<file path="config.mk">
export PLATFORM = sky130hd
export DESIGN_NAME = operand_issue_stage_flat
export DESIGN_NICKNAME = d
export VERILOG_FILES = /design/src/rtl/operand_issue_stage_if.sv /design/src/rtl/operand_issue_stage.sv /design/src/flat_wrapper.sv
export SDC_FILE = /design/constraint.sdc
export NUM_CORES = 1
export LEC_CHECK = 0
export CAP_MARGIN = 30
export CORE_ASPECT_RATIO = 0.6
export CORE_UTILIZATION = 39
export CTS_BUF_LIST = sky130_fd_sc_hd__clkbuf_4 sky130_fd_sc_hd__clkbuf_8 sky130_fd_sc_hd__clkbuf_16
export DETAILED_ROUTE_END_ITERATION = 12
export PLACE_DENSITY = 0.77
export SYNTH_ARGS = -nofsm -noshare
export SYNTH_HDL_FRONTEND = slang
export SYNTH_SLANG_ARGS = --single-unit
</file>
<file path="constraint.sdc">
create_clock -name clk -period 4.03 [get_ports clk]
set_input_delay 1.209 -clock clk [delete_from_list [all_inputs] [get_ports clk]]
set_output_delay 1.209 -clock clk [all_outputs]
set_load 0.05 [all_outputs]
</file>
<file path="src/rtl/operand_issue_stage_if.sv">
// operand_issue_stage_if: bundles the issue, register-file,
// writeback and execute-side signals of the operand issue stage.
interface operand_issue_stage_if #(
    parameter int N = 16
);
    logic         in_valid;
    logic         in_ready;
    logic [2:0]   in_src1;
    logic [2:0]   in_src2;
    logic         in_uses_src1;
    logic         in_uses_src2;
    logic [2:0]   in_dst;
    logic         in_writes_dst;
    logic [7:0]   in_ctrl;
    logic         rf_read_enable;
    logic [2:0]   rf_read_addr1;
    logic [2:0]   rf_read_addr2;
    logic [N-1:0] rf_read_data1;
    logic [N-1:0] rf_read_data2;
    logic         wb_valid;
    logic [2:0]   wb_addr;
    logic [N-1:0] wb_data;
    logic         flush;
    logic         out_valid;
    logic         out_ready;
    logic [N-1:0] out_op1;
    logic [N-1:0] out_op2;
    logic [2:0]   out_dst;
    logic         out_writes_dst;
    logic [7:0]   out_ctrl;
    logic [7:0]   busy_mask;

    modport master (
        output in_valid, in_src1, in_src2,
        output in_uses_src1, in_uses_src2,
        output in_dst, in_writes_dst, in_ctrl,
        output rf_read_data1, rf_read_data2,
        output wb_valid, wb_addr, wb_data,
        output flush, out_ready,
        input  in_ready, rf_read_enable,
        input  rf_read_addr1, rf_read_addr2,
        input  out_valid, out_op1, out_op2,
        input  out_dst, out_writes_dst, out_ctrl,
        input  busy_mask
    );

    modport slave (
        input  in_valid, in_src1, in_src2,
        input  in_uses_src1, in_uses_src2,
        input  in_dst, in_writes_dst, in_ctrl,
        input  rf_read_data1, rf_read_data2,
        input  wb_valid, wb_addr, wb_data,
        input  flush, out_ready,
        output in_ready, rf_read_enable,
        output rf_read_addr1, rf_read_addr2,
        output out_valid, out_op1, out_op2,
        output out_dst, out_writes_dst, out_ctrl,
        output busy_mask
    );
endinterface

</file>
<file path="src/rtl/operand_issue_stage.sv">
// operand_issue_stage: scoreboarded operand read and ID/EX buffer.
// Define WB_BYPASS_EN to forward wb_data into same-cycle readers.
module operand_issue_stage #(
    parameter int N = 16
) (
    input logic               clk,
    input logic               rst,
    operand_issue_stage_if.slave bus
);
    logic [7:0]   pending;
    logic [7:0]   pending_nxt;
    logic         out_valid_q;
    logic [N-1:0] op1_q;
    logic [N-1:0] op2_q;
    logic [2:0]   dst_q;
    logic         wd_q;
    logic [7:0]   ctrl_q;

    logic         wb_hit1;
    logic         wb_hit2;
    logic         wb_hitd;
    logic         byp1;
    logic         byp2;
    logic         raw1;
    logic         raw2;
    logic         waw;
    logic         hazard;
    logic         space;
    logic         issue;
    logic [N-1:0] op1_d;
    logic [N-1:0] op2_d;

    assign wb_hit1 = bus.wb_valid & (bus.wb_addr == bus.in_src1);
    assign wb_hit2 = bus.wb_valid & (bus.wb_addr == bus.in_src2);
    assign wb_hitd = bus.wb_valid & (bus.wb_addr == bus.in_dst);

`ifdef WB_BYPASS_EN
    assign byp1  = wb_hit1;
    assign byp2  = wb_hit2;
    assign op1_d = byp1 ? bus.wb_data : bus.rf_read_data1;
    assign op2_d = byp2 ? bus.wb_data : bus.rf_read_data2;
`else
    logic unused_wb;
    assign unused_wb = (^bus.wb_data) ^ wb_hit1 ^ wb_hit2;
    assign byp1  = 1'b0;
    assign byp2  = 1'b0;
    assign op1_d = bus.rf_read_data1;
    assign op2_d = bus.rf_read_data2;
`endif

    assign raw1 = bus.in_uses_src1 & pending[bus.in_src1] & ~byp1;
    assign raw2 = bus.in_uses_src2 & pending[bus.in_src2] & ~byp2;
    assign waw  = bus.in_writes_dst & pending[bus.in_dst] & ~wb_hitd;

    assign hazard = raw1 | raw2 | waw;
    assign space  = ~out_valid_q | bus.out_ready;
    assign issue  = rst & bus.in_valid & space & ~hazard & ~bus.flush;

    assign bus.in_ready       = issue;
    assign bus.rf_read_enable = bus.in_valid;
    assign bus.rf_read_addr1  = bus.in_src1;
    assign bus.rf_read_addr2  = bus.in_src2;
    assign bus.out_valid      = out_valid_q;
    assign bus.out_op1        = op1_q;
    assign bus.out_op2        = op2_q;
    assign bus.out_dst        = dst_q;
    assign bus.out_writes_dst = wd_q;
    assign bus.out_ctrl       = ctrl_q;
    assign bus.busy_mask      = pending;

    // Scoreboard update: wb clear, then issue set, then flush kill.
    always_comb begin
        pending_nxt = pending;
        if (bus.wb_valid)
            pending_nxt[bus.wb_addr] = 1'b0;
        if (issue && bus.in_writes_dst)
            pending_nxt[bus.in_dst] = 1'b1;
        if (bus.flush && out_valid_q && wd_q)
            pending_nxt[dst_q] = 1'b0;
    end

    // Scoreboard register.
    always_ff @(posedge clk or negedge rst) begin
        if (!rst)
            pending <= '0;
        else
            pending <= pending_nxt;
    end

    // ID/EX buffer: load on issue, drain on accept or flush, else hold.
    always_ff @(posedge clk or negedge rst) begin
        if (!rst) begin
            out_valid_q <= 1'b0;
            op1_q       <= '0;
            op2_q       <= '0;
            dst_q       <= '0;
            wd_q        <= 1'b0;
            ctrl_q      <= '0;
        end else if (bus.flush) begin
            out_valid_q <= 1'b0;
        end else if (issue) begin
            out_valid_q <= 1'b1;
            op1_q       <= op1_d;
            op2_q       <= op2_d;
            dst_q       <= bus.in_dst;
            wd_q        <= bus.in_writes_dst;
            ctrl_q      <= bus.in_ctrl;
        end else if (bus.out_ready) begin
            out_valid_q <= 1'b0;
        end
    end
endmodule
</file>
<file path="src/flat_wrapper.sv">
// flat-port wrapper written by rule: the top's interface ports become plain ports
module operand_issue_stage_flat 
#(
    parameter int N = 16
)
  (clk, rst, bus_in_valid, bus_in_src1, bus_in_src2, bus_in_uses_src1, bus_in_uses_src2, bus_in_dst, bus_in_writes_dst, bus_in_ctrl, bus_rf_read_data1, bus_rf_read_data2, bus_wb_valid, bus_wb_addr, bus_wb_data, bus_flush, bus_out_ready, bus_in_ready, bus_rf_read_enable, bus_rf_read_addr1, bus_rf_read_addr2, bus_out_valid, bus_out_op1, bus_out_op2, bus_out_dst, bus_out_writes_dst, bus_out_ctrl, bus_busy_mask);
  operand_issue_stage_if #(.N(N)) bus_i ();
  input logic clk;
  input logic rst;
  input wire logic [$bits(bus_i.in_valid)-1:0] bus_in_valid;
  input wire logic [$bits(bus_i.in_src1)-1:0] bus_in_src1;
  input wire logic [$bits(bus_i.in_src2)-1:0] bus_in_src2;
  input wire logic [$bits(bus_i.in_uses_src1)-1:0] bus_in_uses_src1;
  input wire logic [$bits(bus_i.in_uses_src2)-1:0] bus_in_uses_src2;
  input wire logic [$bits(bus_i.in_dst)-1:0] bus_in_dst;
  input wire logic [$bits(bus_i.in_writes_dst)-1:0] bus_in_writes_dst;
  input wire logic [$bits(bus_i.in_ctrl)-1:0] bus_in_ctrl;
  input wire logic [$bits(bus_i.rf_read_data1)-1:0] bus_rf_read_data1;
  input wire logic [$bits(bus_i.rf_read_data2)-1:0] bus_rf_read_data2;
  input wire logic [$bits(bus_i.wb_valid)-1:0] bus_wb_valid;
  input wire logic [$bits(bus_i.wb_addr)-1:0] bus_wb_addr;
  input wire logic [$bits(bus_i.wb_data)-1:0] bus_wb_data;
  input wire logic [$bits(bus_i.flush)-1:0] bus_flush;
  input wire logic [$bits(bus_i.out_ready)-1:0] bus_out_ready;
  output wire logic [$bits(bus_i.in_ready)-1:0] bus_in_ready;
  output wire logic [$bits(bus_i.rf_read_enable)-1:0] bus_rf_read_enable;
  output wire logic [$bits(bus_i.rf_read_addr1)-1:0] bus_rf_read_addr1;
  output wire logic [$bits(bus_i.rf_read_addr2)-1:0] bus_rf_read_addr2;
  output wire logic [$bits(bus_i.out_valid)-1:0] bus_out_valid;
  output wire logic [$bits(bus_i.out_op1)-1:0] bus_out_op1;
  output wire logic [$bits(bus_i.out_op2)-1:0] bus_out_op2;
  output wire logic [$bits(bus_i.out_dst)-1:0] bus_out_dst;
  output wire logic [$bits(bus_i.out_writes_dst)-1:0] bus_out_writes_dst;
  output wire logic [$bits(bus_i.out_ctrl)-1:0] bus_out_ctrl;
  output wire logic [$bits(bus_i.busy_mask)-1:0] bus_busy_mask;
  assign bus_i.in_valid = bus_in_valid;
  assign bus_i.in_src1 = bus_in_src1;
  assign bus_i.in_src2 = bus_in_src2;
  assign bus_i.in_uses_src1 = bus_in_uses_src1;
  assign bus_i.in_uses_src2 = bus_in_uses_src2;
  assign bus_i.in_dst = bus_in_dst;
  assign bus_i.in_writes_dst = bus_in_writes_dst;
  assign bus_i.in_ctrl = bus_in_ctrl;
  assign bus_i.rf_read_data1 = bus_rf_read_data1;
  assign bus_i.rf_read_data2 = bus_rf_read_data2;
  assign bus_i.wb_valid = bus_wb_valid;
  assign bus_i.wb_addr = bus_wb_addr;
  assign bus_i.wb_data = bus_wb_data;
  assign bus_i.flush = bus_flush;
  assign bus_i.out_ready = bus_out_ready;
  assign bus_in_ready = bus_i.in_ready;
  assign bus_rf_read_enable = bus_i.rf_read_enable;
  assign bus_rf_read_addr1 = bus_i.rf_read_addr1;
  assign bus_rf_read_addr2 = bus_i.rf_read_addr2;
  assign bus_out_valid = bus_i.out_valid;
  assign bus_out_op1 = bus_i.out_op1;
  assign bus_out_op2 = bus_i.out_op2;
  assign bus_out_dst = bus_i.out_dst;
  assign bus_out_writes_dst = bus_i.out_writes_dst;
  assign bus_out_ctrl = bus_i.out_ctrl;
  assign bus_busy_mask = bus_i.busy_mask;
  operand_issue_stage #(.N(N)) u_core (.clk(clk), .rst(rst), .bus(bus_i));
endmodule
</file>
Yosys cells after proc, flatten, opt, wreduce, memory -nomap -nowiden
Index checks and enable logic that the tools add are counted.
Widths: inputs -> output; s select.
{"block": "classes", "order_cmp": 8, "eq_ne": 1, "mux": 18, "bitwise": 21, "reduce_logical": 8}
{"op": "$mux 8", "n": 3}
{"op": "$lt 3x4->1 const B", "n": 5}
{"op": "$and 8x8->8", "n": 2}
{"op": "$not 8->8", "n": 2}
{"op": "$and 1x1->1", "n": 9}
{"op": "$bmux 1 s3", "n": 3}
{"op": "$demux 1 s3", "n": 3}
{"op": "$ge 3x1->1 const B", "n": 3}
{"op": "$mux 1", "n": 9}
{"op": "$or 8x8->8", "n": 1}
{"op": "$logic_and 1x1->1", "n": 6}
{"op": "$not 1->1", "n": 4}
{"op": "$eq 3x3->1", "n": 1}
{"op": "$or 1x1->1", "n": 3}
{"op": "$reduce_bool 3->1", "n": 1}
{"op": "$reduce_and 2->1", "n": 1}
{"block": "word_totals", "ff_bits": 53, "elab_cells": 63}

Longest topological paths before layout
{"block": "depth", "depth_word": 12, "mapped_depth": 8}

Least setup slack after synthesis
OpenSTA, ideal clock, no wires.
{"block": "synth_timing", "path_kind": "input -> output", "start": "input port bus_in_dst[1]", "end": "output port bus_in_ready", "arrival_ns": 2.710, "setup_slack_ns": 0.111, "stages": 7, "path_buffers": 3, "cell_sequence": "buf_2 -> mux2_2 -> a221oi_2 -> o21ai_2 -> a31oi_4 -> buf_6 -> buf_6"}
{"block": "synth_via", "elab_chain_cells": 8}
{"item": "start: declaration", "line_no": "flat_wrapper.sv:15", "text": "input wire logic [$bits(bus_i.in_dst)-1:0] bus_in_dst;"}
{"item": "$bmux 1 s3 or $eq 3x3->1 (tied branches)", "line_no": "operand_issue_stage.sv:53, operand_issue_stage.sv:35"}
{"item": "$mux 1 (not written as such) or $and 1x1->1 (tied branches)", "line_no": "operand_issue_stage.sv:53, operand_issue_stage.sv:35"}
{"item": "$and 1x1->1 or $not 1->1 (tied branches)", "line_no": "operand_issue_stage.sv:53", "text": "assign waw = bus.in_writes_dst & pending[bus.in_dst] & ~wb_hitd;"}
{"item": "$and 1x1->1 *", "line_no": "operand_issue_stage.sv:53"}
{"item": "$or 1x1->1 *", "line_no": "operand_issue_stage.sv:55", "text": "assign hazard = raw1 | raw2 | waw;"}
{"item": "$not 1->1 *", "line_no": "operand_issue_stage.sv:57", "text": "assign issue = rst & bus.in_valid & space & ~hazard & ~bus.flush;"}
{"item": "$and 1x1->1 * (2 in a row)", "line_no": "operand_issue_stage.sv:57"}
{"item": "end: declaration", "line_no": "flat_wrapper.sv:25", "text": "output wire logic [$bits(bus_i.in_ready)-1:0] bus_in_ready;"}
Mark *: on every way between the ends. The rest lies on a longest branch, timed or not. The select of a mux whose other input is x is not followed.

Worst setup path in the final report
{"block": "layout_timing", "start": "input port bus_in_dst[2]", "end": "output port bus_in_ready"}
Same word-level chain as after synthesis.

==> metrics <==
Net Sw Frac 0.4116; cts hold-fix bufs 0; first-pass GRT wire length ~11000 um; Final Slew Violations 0; combinational share of power 0.466; # rows 22; post-synthesis sequential area ratio 0.5176; drt first pass iters 4; Syn Area/Cell about 13 um^2; setup slack on the worst flop-to-flop path 1430 ps; worst-margin pin slew between 600 and 700 ps; HP Start u_core.bus.out_ctrl[5]; Starting Density 0.4119; final WL approximately 6600 um; post-synthesis cell count between 150 and 200; Die Wd between 100 and 150 um; Period Utilization, post-route 0.9825; Worst Path Class, Setup in2out; via count about 2100; Via density slightly above 5; M3 GR Usage 0.07243; clock slew at reported path FFs about 100 ps; H-tree depth 2; Core Area around 0.0062 mm^2; DR DRC count 0; PD cells ~510 mW/mm^2; Crit Reg-Reg Startpoint u_core.bus.busy_mask[2]; cells on worst reg2reg path 6; setup violators final 0; synthesized cell area approximately 0.0026 mm^2; largest net degree at the start of global routing 54; Tightest Hold Check Type reg2reg; GRT Total Usage 0.1966; routability cong. about 0.94; Routed WL per cell 16.19 um; Setup crit start kind input pin; number of synthesized register bits 53; WP data required between 2000 and 3000 ps; Worst EP arrival approximately 2800 ps; Pleak between 1.5 and 2 nW; post-route insts no fill approximately 410; antenna-violating nets left 0; TritonCTS Sinks 53; DP HPWL roughly 4900 um; vias in the first global route around 2100; I/O Pins ~140; hold depth 1; status finished clean; worst-path fanout max 5; Hold EP u_core.bus.out_ctrl[5]; met1 Use GR 0.2724; CP Capture Type output port; PortBufs between 100 and 150; # fillers around 470; Layout Skew about 15 ps; internal power about 1.2 mW; worst vdd ir 284.0 uV; f_max about 250 MHz; commonest non-fill, non-tap cells in the layout clkdlybuf4s50_1 (108), dfrtp_1 (53), mux2_2 (41), buf_4 (21); Worst-Skew Late Latency roughly 300 ps; gr busiest metal met2; crit path launch bus_in_dst[2]; commonest non-fill, non-tap cell in the layout clkdlybuf4s50_1; GRT met2 Usage 0.2968; Nets 400; Die Area a little under 0.007 mm^2; Yosys top cell by area dfrtp_1; Sequential Power Share 0.359; Final Hold Viols 0; maximum clock path buffer count 2; Inserted Diodes 0; Congestion Overflow GR 0; largest cells by area after synthesis dfrtp_1 (52%), mux2_2 (18%), buf_4 (2.9%); Area Growth Syn to Fin 55.03%; net load switching power about 840 uW; synth unique cells 42; layout cells sized above 1 0.2469; Yosys top cell area share 0.5176; reg2reg end u_core.bus.out_op1[11]; Synth Warn # 0; Tmin final approximately 4000 ps; CTS tree done; relative slew slack 0.5664; RSZ-0062 raised after global routing no; Root Driver clkbuf_8; Mapped Nets 274; placed insts slightly below 400; CTS Buf Count 5; Die Y between 60 and 70 um; DR iter-0 viols 150; clock power share 0.176; final core area utilization 0.6386; initial antenna violation count 0; Max Cap Violations 0
-- power groups by stage --
stage / clock (mW) / sequential [mW] / combinational (mW)
2_1_floorplan: 0 / 1.14 / 0.178
3_5_place_dp: 0 / 0.740 / 0.952
5_1_grt: 0.394 / 0.748 / 0.985
6_report: 0.358 / 0.731 / 0.950
3_3_place_gp: 0 / 0.734 / 0.945
4_1_cts: 0.371 / 0.731 / 0.956
-- critical path, cell delays in order --
cell	delay, ps
clkdlybuf4s50_1	480
buf_4	190
a221oi_2	330
o21ai_2	140
a31oi_4	230
buf_12	160
-- synth_stat cells --
| cell | number |
|---|---|
| nand2b_1 | 4 |
| dfrtp_1 | 53 |
| o211ai_2 | 1 |
| and3_1 | 1 |
| nor4_1 | 1 |
| o311ai_0 | 1 |
| nand2_1 | 8 |
| nor2b_1 | 4 |
| nor4b_1 | 1 |
| buf_2 | 3 |
| a22oi_1 | 1 |
| a21o_1 | 1 |
| mux2_2 | 41 |
| o211a_1 | 1 |
| a211o_1 | 2 |
| mux2_1 | 4 |
| and2_1 | 1 |
| buf_6 | 2 |
| o21ai_0 | 9 |
| nand4_1 | 2 |
| nand4b_1 | 1 |
| a31oi_4 | 1 |
| o221ai_1 | 1 |
| clkbuf_1 | 1 |
| nand3b_1 | 2 |
| nor2_1 | 5 |
| inv_1 | 2 |
| and4_1 | 1 |
| buf_4 | 10 |
| mux4_2 | 3 |
| a21oi_1 | 3 |
| xnor2_1 | 3 |
| o21ai_2 | 1 |
| o2bb2ai_1 | 5 |
| o31ai_1 | 1 |
| a221oi_2 | 1 |
| nor3_1 | 4 |
| nor3b_1 | 5 |
| o22a_1 | 1 |
| mux2i_1 | 2 |
| o21a_1 | 1 |
| o2111ai_1 | 2 |
-- registers in the layout, summed over array words and instances (netlist names) --
signal / count
u_core.bus.out_writes_dst: 1
u_core.bus.out_dst: 3
u_core.bus.out_op2: 16
u_core.bus.out_op1: 16
u_core.bus.out_valid: 1
u_core.bus.out_ctrl: 8
u_core.bus.busy_mask: 8
-- through the flow --
step	power, mW	hold slack (ps)	worst slack [ps]	TNS, ps	area (um^2)
floorplan	1.322	823.1	110.5	0	2562
global placement	1.678	466.7	-232.9	-232.9	3840
detailed placement	1.691	474.1	-260.6	-260.6	3840
CTS	2.057	498.2	32.24	0	3969
global route	2.126	528.2	7.683	0	3973
finish	2.040	494.4	70.56	0	3973
-- final cells by class --
| cell class | instances | area [um^2] | share of cell area |
|---|---|---|---|
| repair buffers | 135 | 1304 | 0.3282 |
| inverters | 2 | 7.507 | 0.001890 |
| clock inverters | 3 | 43.79 | 0.01102 |
| flip-flops and latches | 53 | 1326 | 0.3339 |
| multi-input cells | 126 | 1117 | 0.2813 |
| well taps | 84 | 105.1 | 0.02646 |
| clock buffers | 5 | 68.82 | 0.01732 |
-- worst max path at each step --
stage,endpoint,slack (ps),depth (start not counted)
final,bus_in_ready,70,6
after global routing,bus_in_ready,8,6
after global placement,bus_in_ready,-230,6
after CTS,bus_in_ready,30,6
after detailed placement,bus_in_ready,-260,6
after floorplan,bus_in_ready,110,7
-- what timing repair did --
action	4_1_cts	5_1_grt
resized for setup	4	3
pin swaps	3	0
setup buffers	2	0
setup endpoints to repair	1	1
-- logic make-up after synthesis --
kind of cell    share of synthesized area
compound gates                     0.1025
xor+xnor                          0.01026
buf+inv                           0.04834
flops                              0.5176
mux                                0.2319
simple gates                      0.08936
-- routing by layer --
metal  vias up  part of all wire
li1        968                 -
met1      1005              0.46
met2       114              0.42
met3         0              0.11
met4         0                 0
met5         -                 0
(Power assumes the default switching activity.)
